`config.mk`:
```
export PLATFORM = sky130hd
export DESIGN_NAME = spi_xfer_queue
export DESIGN_NICKNAME = d
export VERILOG_FILES = /design/src/rtl/spi_xfer_queue.sv
export SDC_FILE = /design/constraint.sdc
export NUM_CORES = 1
export LEC_CHECK = 0
export BUFFER_PORTS_ARGS = -buffer_cell sky130_fd_sc_hd__buf_2
export CAP_MARGIN = 10
export CORE_UTILIZATION = 52
export CTS_CLUSTER_DIAMETER = 80
export CTS_CLUSTER_SIZE = 14
export DETAILED_ROUTE_END_ITERATION = 10
export GPL_TIMING_DRIVEN = 0
export HOLD_SLACK_MARGIN = 0.06
export PLACE_DENSITY_LB_ADDON = 0.08
export SLEW_MARGIN = 40
export SYNTH_ARGS = -nofsm -noshare
export SYNTH_HDL_FRONTEND = slang
export SYNTH_SLANG_ARGS = --single-unit
```
`constraint.sdc`:
```
create_clock -name clk -period 3.1 [get_ports clk]
set_clock_uncertainty 0.1 [all_clocks]
set_input_delay 0.62 -clock clk [delete_from_list [all_inputs] [get_ports clk]]
set_output_delay 0.62 -clock clk [all_outputs]
set_load 0.05 [all_outputs]
```
`src/rtl/spi_xfer_queue.sv`:
```
// -----------------------------------------------------------------------------
// spi_xfer_queue
//
// Transfer sequencer placed in front of the SPI parallel master. Words written
// by a producer are buffered in a TX FIFO; one master transfer is launched per
// word. Each received word is written into an RX FIFO for a consumer.
//
// Handshakes: a word moves across a valid/ready pair exactly on a rising clk
// edge where both valid and ready are 1. tx_ready and rx_valid depend only on
// registered state, never on the same-cycle partner signal.
//
// Optional feature macro: SPI_XQ_GAP_EN
//   defined   : after each stored word the FSM idles in GAP for GAP_CYCLES
//               clocks (active = 1, m_start = 0) so the slave sees a minimum
//               chip-select-deasserted time.
//   undefined : WAIT_DONE returns straight to IDLE; GAP_CYCLES is ignored.
//
// Ports:
//   clk, reset            clock (rising edge), asynchronous active-high reset
//   tx_valid/ready/data   producer side, push into the TX FIFO
//   rx_valid/ready/data   consumer side, pop from the RX FIFO (rx_data = head)
//   tx_level, rx_level    FIFO occupancies
//   active                a transfer (or inter-transfer gap) is in progress
//   m_start, m_data_out   to the master; m_data_out holds for the transfer
//   m_busy, m_done        from the master
//   m_data_in             word received by the master
// -----------------------------------------------------------------------------
module spi_xfer_queue #(
    parameter int DATA_BITS  = 8,
    parameter int DEPTH      = 4,
    parameter int GAP_CYCLES = 4
) (
    input  logic                   clk,
    input  logic                   reset,
    input  logic                   tx_valid,
    output logic                   tx_ready,
    input  logic [DATA_BITS-1:0]   tx_data,
    output logic                   rx_valid,
    input  logic                   rx_ready,
    output logic [DATA_BITS-1:0]   rx_data,
    output logic [$clog2(DEPTH):0] tx_level,
    output logic [$clog2(DEPTH):0] rx_level,
    output logic                   active,
    output logic                   m_start,
    output logic [DATA_BITS-1:0]   m_data_out,
    input  logic                   m_busy,
    input  logic                   m_done,
    input  logic [DATA_BITS-1:0]   m_data_in
);

    localparam int AW = $clog2(DEPTH);
    localparam int PW = AW + 1;

    if (DEPTH < 2 || (DEPTH & (DEPTH - 1)) != 0 || GAP_CYCLES < 1) begin : g_param_check
        $error("spi_xfer_queue: DEPTH must be a power of two >= 2 and GAP_CYCLES >= 1");
    end

`ifdef SPI_XQ_GAP_EN
    typedef enum logic [1:0] {
        ST_IDLE      = 2'd0,
        ST_LAUNCH    = 2'd1,
        ST_WAIT_DONE = 2'd2,
        ST_GAP       = 2'd3
    } state_t;
    localparam int GW = $clog2(GAP_CYCLES + 1);
    logic [GW-1:0] gap_cnt_q, gap_cnt_d;
`else
    typedef enum logic [1:0] {
        ST_IDLE      = 2'd0,
        ST_LAUNCH    = 2'd1,
        ST_WAIT_DONE = 2'd2
    } state_t;
`endif

    state_t state_q, state_d;

    logic [DATA_BITS-1:0] tx_mem_q [DEPTH];
    logic [DATA_BITS-1:0] tx_mem_d [DEPTH];
    logic [DATA_BITS-1:0] rx_mem_q [DEPTH];
    logic [DATA_BITS-1:0] rx_mem_d [DEPTH];
    logic [PW-1:0]        tx_wr_q, tx_wr_d, tx_rd_q, tx_rd_d;
    logic [PW-1:0]        rx_wr_q, rx_wr_d, rx_rd_q, rx_rd_d;
    logic [DATA_BITS-1:0] hold_q, hold_d;
    logic                 m_done_q, m_done_d;

    logic tx_full, tx_empty, rx_empty;
    logic tx_push, tx_pop, rx_push, rx_pop;
    logic launch_ok, done_rise;

    // Pointers carry one extra wrap bit: equal pointers mean empty, equal low
    // bits with differing wrap bits mean full.
    assign tx_full   = (tx_wr_q[AW] != tx_rd_q[AW]) && (tx_wr_q[AW-1:0] == tx_rd_q[AW-1:0]);
    assign tx_empty  = (tx_wr_q == tx_rd_q);
    assign rx_empty  = (rx_wr_q == rx_rd_q);
    assign tx_level  = tx_wr_q - tx_rd_q;
    assign rx_level  = rx_wr_q - rx_rd_q;

    assign tx_ready  = !tx_full;
    assign tx_push   = tx_valid && tx_ready;
    assign rx_valid  = !rx_empty;
    assign rx_pop    = rx_valid && rx_ready;
    assign rx_data   = rx_mem_q[rx_rd_q[AW-1:0]];
    assign m_data_out = hold_q;

    // A transfer only starts when its RX slot is already free, so the single
    // RX writer (this FSM) can never overflow the RX FIFO.
    assign launch_ok = !tx_empty && (rx_level < PW'(DEPTH));
    // Only the rising edge counts, so a level-held m_done stores one word.
    assign done_rise = m_done && !m_done_q;

    // ---------------- FSM: state register ----------------
    always_ff @(posedge clk or posedge reset) begin
        if (reset) begin
            state_q   <= ST_IDLE;
`ifdef SPI_XQ_GAP_EN
            gap_cnt_q <= '0;
`endif
        end else begin
            state_q   <= state_d;
`ifdef SPI_XQ_GAP_EN
            gap_cnt_q <= gap_cnt_d;
`endif
        end
    end

    // ---------------- FSM: next state ----------------
    always_comb begin
        state_d = state_q;
`ifdef SPI_XQ_GAP_EN
        gap_cnt_d = '0;
`endif
        case (state_q)
            ST_IDLE: begin
                if (launch_ok) state_d = ST_LAUNCH;
            end
            ST_LAUNCH: begin
                if (m_busy) state_d = ST_WAIT_DONE;
            end
            ST_WAIT_DONE: begin
                if (done_rise) begin
`ifdef SPI_XQ_GAP_EN
                    state_d = ST_GAP;
`else
                    state_d = ST_IDLE;
`endif
                end
            end
`ifdef SPI_XQ_GAP_EN
            ST_GAP: begin
                gap_cnt_d = gap_cnt_q + GW'(1);
                if (gap_cnt_q == GW'(GAP_CYCLES - 1)) state_d = ST_IDLE;
            end
`endif
            default: state_d = ST_IDLE;
        endcase
    end

    // ---------------- FSM: outputs ----------------
    always_comb begin
        m_start = (state_q == ST_LAUNCH);
        active  = (state_q != ST_IDLE);
        tx_pop  = (state_q == ST_IDLE) && launch_ok;
        rx_push = (state_q == ST_WAIT_DONE) && done_rise;
    end

    // ---------------- FIFO and hold datapath ----------------
    always_comb begin
        tx_mem_d = tx_mem_q;
        rx_mem_d = rx_mem_q;
        tx_wr_d  = tx_wr_q;
        tx_rd_d  = tx_rd_q;
        rx_wr_d  = rx_wr_q;
        rx_rd_d  = rx_rd_q;
        hold_d   = hold_q;
        m_done_d = m_done;
        if (tx_push) begin
            tx_mem_d[tx_wr_q[AW-1:0]] = tx_data;
            tx_wr_d = tx_wr_q + PW'(1);
        end
        if (tx_pop) begin
            hold_d  = tx_mem_q[tx_rd_q[AW-1:0]];
            tx_rd_d = tx_rd_q + PW'(1);
        end
        if (rx_push) begin
            rx_mem_d[rx_wr_q[AW-1:0]] = m_data_in;
            rx_wr_d = rx_wr_q + PW'(1);
        end
        if (rx_pop) begin
            rx_rd_d = rx_rd_q + PW'(1);
        end
    end

    always_ff @(posedge clk or posedge reset) begin
        if (reset) begin
            tx_mem_q <= '{default: '0};
            rx_mem_q <= '{default: '0};
            tx_wr_q  <= '0;
            tx_rd_q  <= '0;
            rx_wr_q  <= '0;
            rx_rd_q  <= '0;
            hold_q   <= '0;
            m_done_q <= 1'b0;
        end else begin
            tx_mem_q <= tx_mem_d;
            rx_mem_q <= rx_mem_d;
            tx_wr_q  <= tx_wr_d;
            tx_rd_q  <= tx_rd_d;
            rx_wr_q  <= rx_wr_d;
            rx_rd_q  <= rx_rd_d;
            hold_q   <= hold_d;
            m_done_q <= m_done_d;
        end
    end

endmodule

```
**Yosys cells after proc, flatten, opt, wreduce, memory -nomap -nowiden**

Cells that the tools add are included.
Widths: inputs -> output; s select.

- Input bits: 22
- Output and inout bits: 26
- Bits in registers: 87

- Add/sub/neg operators: 6
- Equal/unequal tests: 9
- Mux-type cells: 16
- Order comparisons: 7
- Bitwise operators: 4
- Reductions and logical operators: 16

Operators by type and width:

| cell | number |
|---|---|
| $bwmux 32 | 2 |
| $mux 8 | 6 |
| $bmux 8 s2 | 2 |
| $demux 8 s2 | 2 |
| $add 3x1->3 const B | 4 |
| $ge 3x3->1 const B | 4 |
| $not 2->3 | 4 |
| $logic_and 1x1->1 | 9 |
| $eq 3x3->1 | 2 |
| $lt 3x1->1 const B | 2 |
| $mux 2 | 3 |
| $pmux 2 s3 | 1 |
| $sub 3x3->3 | 2 |
| $logic_not 1->1 | 4 |
| $ne 2x2->1 const B | 2 |
| $lt 3x3->1 const B | 1 |
| $reduce_and 3->1 | 1 |
| $eq 2x1->1 const B | 1 |
| $eq 2x2->1 | 1 |
| $eq 2x2->1 const B | 1 |
| $logic_not 2->1 | 1 |
| $ne 2x1->1 const B | 1 |
| $reduce_bool 2->1 | 1 |
| $ne 1x1->1 | 1 |

**Depth between registers and ports, before layout**

- Depth in word-level cells: 6
- Mapped depth: 7
- Depth with buffers taken out: 6

**Least setup slack after synthesis**

Ideal clock, no wire load.

- Kind: register to output
- Start point: register tx_rd_q[1]
- End point: output tx_level[2]
- Cell stages (with the launch flop): 5
- Arrival time: 2.021 ns
- Setup slack: 0.359 ns
- Cells stage by stage: dfrtp_1 -> clkbuf_1 -> inv_1 -> fa_1 -> xnor2_1

- Cells in the longest elaborated chain, start to end: 1

Ends and longest elaborated chain:

| item | RTL line | text |
|---|---|---|
| start, declared | 81 | `logic [PW-1:0] tx_wr_q, tx_wr_d, tx_rd_q, tx_rd_d;` |
| start signal, assigned | 207 | `tx_rd_q <= tx_rd_d;` |
| $sub 3x3->3 | 95 | `assign tx_level = tx_wr_q - tx_rd_q;` |
| end, declared | 41 | `output logic [$clog2(DEPTH):0] tx_level,` |

Every way passes these cells.

**Worst setup path in the final report**

- Start point: register rx_wr_q[0]
- End point: output rx_level[2]

- Cells in the longest elaborated chain, start to end: 1

Ends and longest elaborated chain:

| item | RTL line | text |
|---|---|---|
| start, declared | 82 | `logic [PW-1:0] rx_wr_q, rx_wr_d, rx_rd_q, rx_rd_d;` |
| start signal, assigned | 208 | `rx_wr_q <= rx_wr_d;` |
| $sub 3x3->3 | 96 | `assign rx_level = rx_wr_q - rx_rd_q;` |
| end, declared | 42 | `output logic [$clog2(DEPTH):0] rx_level,` |

Every way passes these cells.

==> impl_results.html <==
<table>
<tr><th>Metric</th><th>Value</th></tr>
<tr><th colspan="2">Run status</th></tr>
<tr><td>Status</td><td>finished, final reports clean</td></tr>
<tr><th colspan="2">Die</th></tr>
<tr><td>Starting density of the core</td><td>54.3%</td></tr>
<tr><td>Overall die width</td><td>89.5 um</td></tr>
<tr><td>Die Span Y</td><td>89.5 um</td></tr>
<tr><td>Top-level I/O count</td><td>48</td></tr>
<tr><td>Number of standard-cell rows in the floorplan</td><td>31</td></tr>
<tr><td>Die area</td><td>0.00801 mm2</td></tr>
<tr><td>Core Box Area</td><td>0.00733 mm2</td></tr>
<tr><th colspan="2">Clock network</th></tr>
<tr><td>Number of instances resized during post-cts repair</td><td>0</td></tr>
<tr><td>Max Buffers Root-to-Sink</td><td>2</td></tr>
<tr><td>Clock latency on the worst-skew pair</td><td>330 ps</td></tr>
<tr><td>Number of CTS-inserted buffers</td><td>9</td></tr>
<tr><td>TritonCTS clock tree</td><td>done</td></tr>
<tr><td>TritonCTS Sinks</td><td>87</td></tr>
<tr><td>Number of buffers inserted for hold repair after clock tree synthesis</td><td>0</td></tr>
<tr><td>Post CTS Setup Buffer Count</td><td>0</td></tr>
<tr><td>Clock transition time at the flip-flop clock pins of the worst setup and hold paths</td><td>90 ps</td></tr>
<tr><td>CTS root buf</td><td>sky130_fd_sc_hd__clkbuf_8</td></tr>
<tr><td>Level count of the clock H-tree</td><td>3</td></tr>
<tr><th colspan="2">Finish</th></tr>
<tr><td>Fraction of final layout cells sized beyond drive strength 1</td><td>51.7%</td></tr>
<tr><td>Most used cells in the layout excluding fill and tap cells</td><td>sky130_fd_sc_hd__dfrtp_1 (87), sky130_fd_sc_hd__mux2_2 (75), sky130_fd_sc_hd__buf_2 (49)</td></tr>
<tr><td>Most common cell after layout, fill and taps aside</td><td>sky130_fd_sc_hd__dfrtp_1</td></tr>
<tr><td>Post-layout net count</td><td>350</td></tr>
<tr><td>Finished Layout Cells</td><td>416</td></tr>
<tr><td>Ant. Diodes</td><td>0</td></tr>
<tr><td>Area delta synth-&gt;final</td><td>15.5%</td></tr>
<tr><th colspan="2">Critical path</th></tr>
<tr><td>Number of buffer and inverter instances along the worst setup path</td><td>3</td></tr>
<tr><td>Cell type of the slowest stage on the worst timing path</td><td>sky130_fd_sc_hd__xnor3_1</td></tr>
<tr><td>Launch point of the worst reg-to-reg path</td><td>tx_rd_q[1]</td></tr>
<tr><td>Slack of the worst reg-to-reg path</td><td>430 ps</td></tr>
<tr><td>Critical path required time</td><td>2380 ps</td></tr>
<tr><td>Library cell appearing most often on the critical path</td><td>sky130_fd_sc_hd__inv_1</td></tr>
<tr><td>CP Capture Type</td><td>output pin</td></tr>
<tr><td>Largest stage delay on the critical path</td><td>420 ps</td></tr>
<tr><td>Setup CP Type</td><td>flop to output pin</td></tr>
<tr><td>Arrival time worst endpoint</td><td>2170 ps</td></tr>
<tr><td>Top Family by Delay on Critical Path</td><td>adder cells</td></tr>
<tr><td>Reg-to-reg critical path endpoint</td><td>tx_mem_q[6]</td></tr>
<tr><td>List of cells traversed by the critical path</td><td>inv_1 &gt; ha_1 &gt; fa_1 &gt; xnor3_1 &gt; inv_1 &gt; buf_2</td></tr>
<tr><td>Depth of the most critical reg-to-reg path</td><td>6</td></tr>
<tr><td>Top fanout value on the critical path</td><td>4</td></tr>
<tr><td>Critical path launch point type</td><td>flop</td></tr>
<tr><th colspan="2">Yosys</th></tr>
<tr><td>Average cell area after synthesis</td><td>15.7 um2</td></tr>
<tr><td>Count of warnings emitted by yosys</td><td>0</td></tr>
<tr><td>Area of the mapped netlist</td><td>0.00398 mm2</td></tr>
<tr><td>Net count after synthesis</td><td>292</td></tr>
<tr><td>Sequential share of the synthesized area</td><td>54.7%</td></tr>
<tr><td>Flip-flop and latch count after synthesis</td><td>87</td></tr>
<tr><td>Syn Inst Count</td><td>254</td></tr>
<tr><td>Unique masters post-synth</td><td>25</td></tr>
<tr><th colspan="2">Timing</th></tr>
<tr><td>Final period demand of the worst path</td><td>2890 ps</td></tr>
<tr><td>Max-slew violation count</td><td>0</td></tr>
<tr><td>Fmax</td><td>346 MHz</td></tr>
<tr><td>Period Utilization, post-route</td><td>93.1%</td></tr>
<tr><td>Normalized max-slew margin</td><td>59.0%</td></tr>
<tr><td>Final sum of negative setup slack</td><td>0 ps</td></tr>
<tr><td>Final setup fails</td><td>0</td></tr>
<tr><td>Actual slew at the worst max-slew pin</td><td>613 ps</td></tr>
<tr><td>Number of hold-slack violations in the final timing report</td><td>0</td></tr>
<tr><td>RSZ-0062 raised after global routing</td><td>false</td></tr>
<tr><td>Worst hold margin</td><td>162 ps</td></tr>
<tr><th colspan="2">Routing</th></tr>
<tr><td>Vias per Instance</td><td>5.29</td></tr>
<tr><td>Starting DRT DRC Count</td><td>58</td></tr>
<tr><td>Via count of the routed design</td><td>2199</td></tr>
<tr><td>Detailed-route DRC error count</td><td>0</td></tr>
<tr><td>Detail-routed net length per standard cell</td><td>15.8 um</td></tr>
<tr><td>Total iterations of the first detailed-routing run</td><td>4</td></tr>
<tr><td>Total length of routed wires</td><td>6.56 mm</td></tr>
<tr><td>Detail Route Antenna Nets</td><td>0</td></tr>
<tr><th colspan="2">Min path</th></tr>
<tr><td>Class of the tightest hold or removal check</td><td>input port to asynchronous set/reset pin</td></tr>
<tr><th colspan="2">Global routing</th></tr>
<tr><td>Via count of the first global-routing pass</td><td>2180</td></tr>
<tr><td>Overall Global Routing Usage</td><td>18.8%</td></tr>
<tr><td>Initial antenna violation count</td><td>0</td></tr>
<tr><td>Pin count of the biggest net entering global routing</td><td>55</td></tr>
<tr><td>First-pass GRT wire length</td><td>10.9 mm</td></tr>
<tr><td>GRT Residual Overflow</td><td>0</td></tr>
<tr><th colspan="2">Run</th></tr>
<tr><td>Max-cap violation count</td><td>0</td></tr>
<tr><th colspan="2">Place</th></tr>
<tr><td>Number of input and output port buffers inserted</td><td>46</td></tr>
<tr><td>Last weighted congestion value of the routability-driven placer</td><td>0.705</td></tr>
<tr><td>Cell total after placement</td><td>400</td></tr>
<tr><td>Estimated wirelength of the detail-placed design</td><td>4.53 mm</td></tr>
</table>
==> Yosys cell counts <==
| library cell | n | area (um2) |
|---|---|---|
| sky130_fd_sc_hd__xor2_1 | 2 | 17.5 |
| sky130_fd_sc_hd__nand2_1 | 7 | 26.3 |
| sky130_fd_sc_hd__o211ai_1 | 2 | 15.0 |
| sky130_fd_sc_hd__nor4bb_1 | 1 | 10.0 |
| sky130_fd_sc_hd__buf_2 | 3 | 15.0 |
| sky130_fd_sc_hd__dfrtp_1 | 87 | 2180 |
| sky130_fd_sc_hd__a21oi_1 | 1 | 5.00 |
| sky130_fd_sc_hd__or2_2 | 1 | 6.26 |
| sky130_fd_sc_hd__clkbuf_1 | 2 | 7.51 |
| sky130_fd_sc_hd__fa_1 | 2 | 40.0 |
| sky130_fd_sc_hd__mux2_2 | 75 | 845 |
| sky130_fd_sc_hd__a22o_1 | 1 | 8.76 |
| sky130_fd_sc_hd__nand3_1 | 1 | 5.00 |
| sky130_fd_sc_hd__o2111ai_1 | 1 | 8.76 |
| sky130_fd_sc_hd__inv_1 | 15 | 56.3 |
| sky130_fd_sc_hd__xnor2_1 | 10 | 87.6 |
| sky130_fd_sc_hd__nand2b_1 | 1 | 6.26 |
| sky130_fd_sc_hd__nor2_1 | 1 | 3.75 |
| sky130_fd_sc_hd__buf_4 | 1 | 7.51 |
| sky130_fd_sc_hd__ha_1 | 14 | 175 |
| sky130_fd_sc_hd__o21ai_0 | 4 | 20.0 |
| sky130_fd_sc_hd__o211ai_2 | 4 | 50.1 |
| sky130_fd_sc_hd__xnor3_1 | 1 | 22.5 |
| sky130_fd_sc_hd__buf_1 | 1 | 3.75 |
| sky130_fd_sc_hd__mux4_2 | 16 | 360 |
==> flip-flops by register name, indices dropped and copies added, names as in the netlist <==
name	count
rx_mem_q	32
tx_wr_q	3
tx_rd_q	3
rx_rd_q	3
state_q	2
m_done_q	1
m_data_out	8
rx_wr_q	3
tx_mem_q	32
==> routing by layer <==
layer	GRT usage [%]	vias up	wire length, um
met3	3.14	8	181
li1	-	1034	-
met5	0	-	0
met4	7.36	0	95
met1	23.9	1121	2860
met2	32.3	36	3420
==> per-stage QoR <==
step                      setup WS (ps)  cell area (um2)  utilization [%]
after floorplan                     130             3980                -
after global placement             -939             4330             59.1
after CTS                           151             4600             62.7
after detailed placement            345             4370             59.6
final                               213             4600             62.7
after global routing               48.4             4600             62.7
==> worst max-delay path by stage <==
stage	startpoint	end	cells past startpoint
after floorplan	reset	m_data_out[0]	1
after CTS	rx_rd_q[1]	rx_valid	6
after detailed placement	tx_rd_q[1]	tx_mem_q[5]	6
after global routing	tx_rd_q[1]	tx_level[2]	5
final	rx_wr_q[0]	rx_level[2]	6
after global placement	reset	rx_mem_q[22]	2
==> worst register-to-register path: stages (launching register included) <==
cell and delay [ps]:
sky130_fd_sc_hd__dfrtp_1 350, sky130_fd_sc_hd__clkbuf_1 450, sky130_fd_sc_hd__inv_1 170, sky130_fd_sc_hd__ha_1 330, sky130_fd_sc_hd__nand2_1 190, sky130_fd_sc_hd__o211ai_2 560
sky130_fd_sc_hd__mux2_2 410
==> layout make-up <==
class,count,area (um2)
clock inverters,6,92.6
clock buffers,10,138
inverters,15,61.3
well taps,99,124
flip-flops and latches,87,2180
multi-input cells,145,1710
fillers,587,2730
plain buffers,7,33.8
repair buffers,47,258
==> cells by family (layout without fill, tap and decap cells) <==
group / after synthesis / after routing / share of synthesized area (%)
buffers and inverters: 22 / 85 / 2.26
and+or+nand+nor: 12 / 12 / 1.45
AOI/OAI and AO/OA: 13 / 13 / 2.70
xor gates and xnor gates: 13 / 13 / 3.21
muxes: 91 / 91 / 30.3
adders and majority gates: 16 / 16 / 5.41
DFF: 87 / 87 / 54.7
Power is left out: the tool's default activity adds up to more than one toggle a clock period on the data nets, which glitch-free logic cannot reach.
